File: src/rtl/lm32_interrupt_ctrl.sv
`default_nettype none
// ============================================================================
// Module   : lm32_interrupt_ctrl
// Purpose  : Parametrised LM32 interrupt controller. Handles 1-32 active-low
//            pins, each with a two-flop synchroniser. Channels can be level or
//            falling-edge triggered. A fixed-priority encoder picks the lowest
//            pending, unmasked channel. Provides the IE/IM/IP/IT/IV CSRs.
// Config   : CFG_INTERRUPT_EDGE_EN - when defined, adds the IT register and
//            the s3 stage so that each channel can be edge triggered. When
//            undefined, every channel is level sensitive and IT reads 0.
// Revision : 1.0 - initial release
// ============================================================================
module lm32_interrupt_ctrl #(
  parameter int INTERRUPTS = 32,
  parameter int VEC_W      = (INTERRUPTS > 1) ? $clog2(INTERRUPTS) : 1
) (
  input  logic                  clk_i,
  input  logic                  rst_n_i,
  input  logic [INTERRUPTS-1:0] interrupt_n,
  input  logic                  stall_x,
  input  logic                  non_debug_exception,
  input  logic                  debug_exception,
  input  logic                  eret_q_x,
  input  logic                  bret_q_x,
  input  logic [4:0]            csr,
  input  logic [31:0]           csr_write_data,
  input  logic                  csr_write_enable,
  output logic                  interrupt_exception,
  output logic [VEC_W-1:0]      interrupt_vector,
  output logic [31:0]           csr_read_data
);

  localparam logic [4:0] CSR_IE = 5'h00;
  localparam logic [4:0] CSR_IM = 5'h01;
  localparam logic [4:0] CSR_IP = 5'h02;
  localparam logic [4:0] CSR_IT = 5'h0C;
  localparam logic [4:0] CSR_IV = 5'h0D;

  logic                  ie;
  logic                  eie;
  logic                  bie;
  logic [INTERRUPTS-1:0] im;
  logic [INTERRUPTS-1:0] ip;
  logic [INTERRUPTS-1:0] s1;
  logic [INTERRUPTS-1:0] s2;
  logic [INTERRUPTS-1:0] evt;
  logic [INTERRUPTS-1:0] clr;
  logic [INTERRUPTS-1:0] pend;
  logic [INTERRUPTS-1:0] wdata;
  logic                  csr_accept;
  logic                  valid;
  logic                  unused_wdata;

  // A wcsr only lands when no exception, eret or bret claims this cycle
  assign csr_accept = csr_write_enable & ~stall_x & ~non_debug_exception &
                      ~debug_exception & ~eret_q_x & ~bret_q_x;

  // Bits at or above INTERRUPTS are dropped
  assign wdata        = csr_write_data[INTERRUPTS-1:0];
  assign unused_wdata = &{1'b0, csr_write_data};

  assign clr = (csr_accept && (csr == CSR_IP)) ? wdata : '0;

`ifdef CFG_INTERRUPT_EDGE_EN
  logic [INTERRUPTS-1:0] it;
  logic [INTERRUPTS-1:0] s3;

  // Three-stage pin pipeline: s1/s2 synchronise, s3 holds the previous level
  always_ff @(posedge clk_i or negedge rst_n_i) begin
    if (!rst_n_i) begin
      s1 <= '1;
      s2 <= '1;
      s3 <= '1;
    end else begin
      s1 <= interrupt_n;
      s2 <= s1;
      s3 <= s2;
    end
  end

  // Trigger select register, written only by an accepted wcsr
  always_ff @(posedge clk_i or negedge rst_n_i) begin
    if (!rst_n_i) begin
      it <= '0;
    end else if (csr_accept && (csr == CSR_IT)) begin
      it <= wdata;
    end
  end

  // Edge channels pulse once on high-to-low; level channels follow the pin
  assign evt = (it & s3 & ~s2) | (~it & ~s2);
`else
  // Two-stage pin synchroniser
  always_ff @(posedge clk_i or negedge rst_n_i) begin
    if (!rst_n_i) begin
      s1 <= '1;
      s2 <= '1;
    end else begin
      s1 <= interrupt_n;
      s2 <= s1;
    end
  end

  assign evt = ~s2;
`endif

  // Pending bits: W1C clear, but a new event always wins so none is lost
  always_ff @(posedge clk_i or negedge rst_n_i) begin
    if (!rst_n_i) begin
      ip <= '0;
    end else begin
      ip <= (ip & ~clr) | evt;
    end
  end

  // Interrupt mask register
  always_ff @(posedge clk_i or negedge rst_n_i) begin
    if (!rst_n_i) begin
      im <= '0;
    end else if (csr_accept && (csr == CSR_IM)) begin
      im <= wdata;
    end
  end

  // Enable chain: exceptions save ie, eret/bret restore it, then wcsr
  always_ff @(posedge clk_i or negedge rst_n_i) begin
    if (!rst_n_i) begin
      ie  <= 1'b0;
      eie <= 1'b0;
      bie <= 1'b0;
    end else if (non_debug_exception) begin
      eie <= ie;
      ie  <= 1'b0;
    end else if (debug_exception) begin
      bie <= ie;
      ie  <= 1'b0;
    end else if (!stall_x) begin
      if (eret_q_x) begin
        ie <= eie;
      end else if (bret_q_x) begin
        ie <= bie;
      end else if (csr_accept && (csr == CSR_IE)) begin
        ie  <= csr_write_data[0];
        eie <= csr_write_data[1];
        bie <= csr_write_data[2];
      end
    end
  end

  assign pend                = ip & im;
  assign valid               = |pend;
  assign interrupt_exception = ie & valid;

  // Fixed priority: scanning downwards leaves the lowest set index
  always_comb begin
    interrupt_vector = '0;
    for (int i = INTERRUPTS - 1; i >= 0; i--) begin
      if (pend[i]) begin
        interrupt_vector = VEC_W'(i);
      end
    end
  end

  // CSR read mux; unmapped indices read zero
  always_comb begin
    csr_read_data = 32'h0;
    case (csr)
      CSR_IE: csr_read_data = {29'h0, bie, eie, ie};
      CSR_IM: csr_read_data = 32'(im);
      CSR_IP: csr_read_data = 32'(ip);
`ifdef CFG_INTERRUPT_EDGE_EN
      CSR_IT: csr_read_data = 32'(it);
`else
      CSR_IT: csr_read_data = 32'h0;
`endif
      CSR_IV: csr_read_data = {valid, 26'h0, 5'(interrupt_vector)};
      default: csr_read_data = 32'h0;
    endcase
  end

endmodule
`default_nettype wire

File: config.mk
export PLATFORM = sky130hd
export DESIGN_NAME = lm32_interrupt_ctrl
export DESIGN_NICKNAME = d
export VERILOG_FILES = /design/src/rtl/lm32_interrupt_ctrl.sv
export SDC_FILE = /design/constraint.sdc
export NUM_CORES = 1
export LEC_CHECK = 0
export CORE_MARGIN = 1.5
export CORE_UTILIZATION = 56
export DETAILED_ROUTE_END_ITERATION = 8
export DONT_BUFFER_PORTS = 1
export GPL_TIMING_DRIVEN = 0
export HOLD_SLACK_MARGIN = 0.08
export PLACE_DENSITY = 0.74
export SYNTH_ARGS = -nofsm -noshare
export SYNTH_HDL_FRONTEND = slang
export SYNTH_SLANG_ARGS = --single-unit
File: constraint.sdc
create_clock -name clk_i -period 2 [get_ports clk_i]
set_input_delay 0.4 -clock clk_i [delete_from_list [all_inputs] [get_ports clk_i]]
set_output_delay 0.4 -clock clk_i [all_outputs]
set_load 0.02 [all_outputs]
==> key figures <==
Critical path
  – Worst path cell trace: a222oi_1 > o21ai_2 > a311oi_2 > nor2_4 > a221o_1
  – CP endpoint: csr_read_data[0]
  – CP max stage cell: dfrtp_2
  – Critical R2R Capture: ie
  – Critical Path End Type: primary output
  – Largest stage delay, worst path: 460 ps
  – R2R depth: 5
  – Critical Path AT: 2410 ps
  – Worst Path Required: 1600 ps
  – Reg2reg start: bie
  – Crit-path max FO: 6
  – Crit Path Category: register to primary output
  – R2R setup slack: 500 ps
  – CP Launch Type: register
  – Worst Setup SP: im[21]

STA
  – Max Clk Rate: 0.356 GHz
  – Setup Viol. Count Final: 12
  – Fin crit share: 140%
  – Worst setup margin: -807 ps
  – Relative slew slack: 62.0%
  – RSZ-0062 raised after global routing: true
  – Min Tclk post-route: 2810 ps
  – Final hold slack: -425 ps
  – Final Hold Viols: 131
  – Final Skew: 6.47 ps
  – Count of final max-slew check failures: 0
  – Measured slew at the worst slew-check pin: 570 ps

GRT
  – Top Usage Layer GRT: met2
  – Met2 Resource Use GR: 50.3%
  – Pin count of the biggest net entering global routing: 132
  – Vias in the first global route: 4052
  – First-pass GRT wire length: 21200 um
  – Global Route met3 Usage: 7.59%
  – GRT Total Usage: 28.5%
  – Initial antenna violation count: 0
  – M1 GR Usage: 33.5%
  – GRT overflow: 0

Power and ir drop
  – Clock share of power: 49.1%
  – PD cells: 893 nW/um2
  – Sw Share: 23.0%
  – VDD IR-drop max: 0.881 mV
  – Switching power: 1480 uW
  – LEAKAGE: 0.00323 uW
  – Total power: 6440 uW
  – Power share of the sequential group: 43.8%
  – Comb power frac: 7.2%
  – Pint: 4960 uW

Placed design
  – Port-buffer cells: 0
  – Hpwl dp: 7900 um
  – Placer Congestion: 0.783

Logic synthesis
  – Syn avg cell area: 12.2 um2
  – Async set-reset flop share out of synthesis: 100%
  – Synth top area share: 32.5%
  – Largest cells by area after synthesis: dfstp_2 (32%), dfrtp_1 (32%), nand2_1 (8.7%)
  – Synthesized area: 5180 um2
  – Post-Syn Instances: 424
  – Count of state elements after synthesis: 131
  – Yosys warning total: 0
  – Post-synth EDFFs: 0
  – Syn Nets: 501
  – Seq/Total Area, Yosys: 64.8%
  – Largest area contributor in the netlist: dfstp_2
  – Netlist cell types: 46
  – Commonest register cell after synthesis: dfrtp_1

Floorplanning
  – Full die area: 9840 um2
  – I/O Pins: 115
  – Core Area: 8850 um2
  – Die Span Y: 99.2 um
  – Initial core utilization: 58.6%
  – Die width: 99.2 um
  – Cell Rows: 34

Detailed routing
  – Post-Route WL: 13300 um
  – DRT antenna net count: 0
  – 1st-iter DRT viols: 201
  – Drt wl/cell: 20.6 um
  – Drc violations: 0
  – Drt first pass iters: 6
  – Post-DR vias/cell: 5.88
  – Via count: 3815

CTS
  – Clock Path Buffers: 2
  – Clk_lat worst skew: 520 ps
  – Clock-pin slew on the worst setup and hold paths: 60 ps
  – H-tree Lvls: 4
  – CTS Hold Buffers Added: 66
  – CTS tree: done
  – CTS Sinks: 131
  – Clock root cell: clkbuf_8
  – CTS Buf Count: 17

Finish
  – Layout cells sized above 1: 43.1%
  – Area Growth Syn to Fin: 39.2%
  – # nets final: 605
  – Number of diodes: 0

Outcome
  – Failing checks: negative hold slack, negative setup slack
  – Status: finished, violations left

Hold path
  – Worst hold-check path type: input port to async pin

Run
  – Maximum capacitance violations: 0
## sequential cells by signal, indices dropped and copies added, names as in the netlist
signal,count
bie,1
s2,32
ie,1
ip,32
im,32
eie,1
s1,32
## worst max-delay path: cells and delay by family, from the launching register on
family             cells  cell delay (ps)
AOI/OAI and AO/OA      4             1320
and+or+nand+nor        1              110
DFF                    1              460
## kinds of logic after synthesis
| family | after synthesis | share of synthesized area [%] |
|---|---|---|
| flops | 131 | 64.8 |
| compound gates | 83 | 13.0 |
| mux | 38 | 8.11 |
| buf+inv | 16 | 1.26 |
| simple gates | 156 | 12.8 |
## power by group through the flow
stage                     Combinational (uW)  Sequential [uW]  Clock [uW]
after detailed placement                 234             2860           0
after global placement                   232             2850           0
after global routing                     484             2820        3320
final                                    461             2820        3160
after CTS                                392             2810        3200
after floorplan                          192             2850           0
## layer usage
layer / share of wire (%) / wire [um]
met5: 0 / 0
met4: 1.6 / 217
met3: 6.5 / 861
met2: 53 / 7060
met1: 39 / 5210
## worst min path at each step
| stage | start | to | cells past startpoint | slack, ps |
|---|---|---|---|---|
| floorplan | rst_n_i | bie | 0 | 100 |
| global placement | rst_n_i | ip[26] | 0 | 110 |
| detailed placement | rst_n_i | ip[26] | 0 | 110 |
| CTS | rst_n_i | ip[26] | 0 | -440 |
| global route | rst_n_i | ip[26] | 0 | -450 |
| finish | rst_n_i | ip[27] | 0 | -430 |
## Yosys cell counts, drive strengths merged, types with 2 or more instances
cell and n:
a21o 2, a21oi 6, a221o 2, a221oi 2
a22o 34, a22oi 10, a31oi 2, a32o 3
a32oi 2, and2 3, buf 5, clkbuf 8
dfrtp 67, dfstp 64, inv 3, mux2 32
mux2i 6, nand2 120, nand3 6, nor2 12
nor2b 3, nor3 2, nor3b 2, o2111ai 2
o211ai 3, o21ai 5, o22a 2, or3 3
## layout make-up
type,instances,area (um2)
flip-flops and latches,131,3370
multi-input cells,277,2190
fillers,470,1640
repair buffers,85,807
clock buffers,18,418
clock inverters,14,191
well taps,108,135
plain buffers,13,93.8
inverters,3,11.3
## through the flow
| step | setup TNS (ps) | setup slack [ps] | std cells | utilization (%) | area (um2) |
|---|---|---|---|---|---|
| 2_1_floorplan | -130 | -101 | 424 | - | 5240 |
| 3_3_place_gp | -12430 | -346 | 532 | 60.8 | 5380 |
| 3_5_place_dp | -14060 | -367 | 532 | 60.8 | 5380 |
| 4_1_cts | -6840 | -795 | 635 | 78.0 | 6900 |
| 5_1_grt | -8330 | -934 | 649 | 81.5 | 7210 |
| 6_report | -7240 | -807 | 649 | 81.5 | 7210 |
## timing repair
action | 4_1_cts | 5_1_grt
pin swaps | 7 | 16
endpoints found under the setup margin | 38 | 38
resized for setup | 61 | 48
buffers inserted | 5 | 14
endpoints found under the hold margin | 229 | 131
## cell usage in the layout, fill, tap and decap left out, types with 6 or more instances in the layout
| master | n |
|---|---|
| a22o_2 | 10 |
| dfstp_2 | 64 |
| buf_4 | 19 |
| a22oi_2 | 8 |
| a22o_4 | 16 |
| clkbuf_16 | 16 |
| mux2_2 | 29 |
| dfrtp_2 | 6 |
| dlygate4sd3_1 | 66 |
| dfrtp_1 | 61 |
| mux2i_1 | 6 |
| nor2_1 | 6 |
| nand2_1 | 116 |
| a22o_1 | 8 |
No activity file was read; power rests on OpenSTA's default activity.
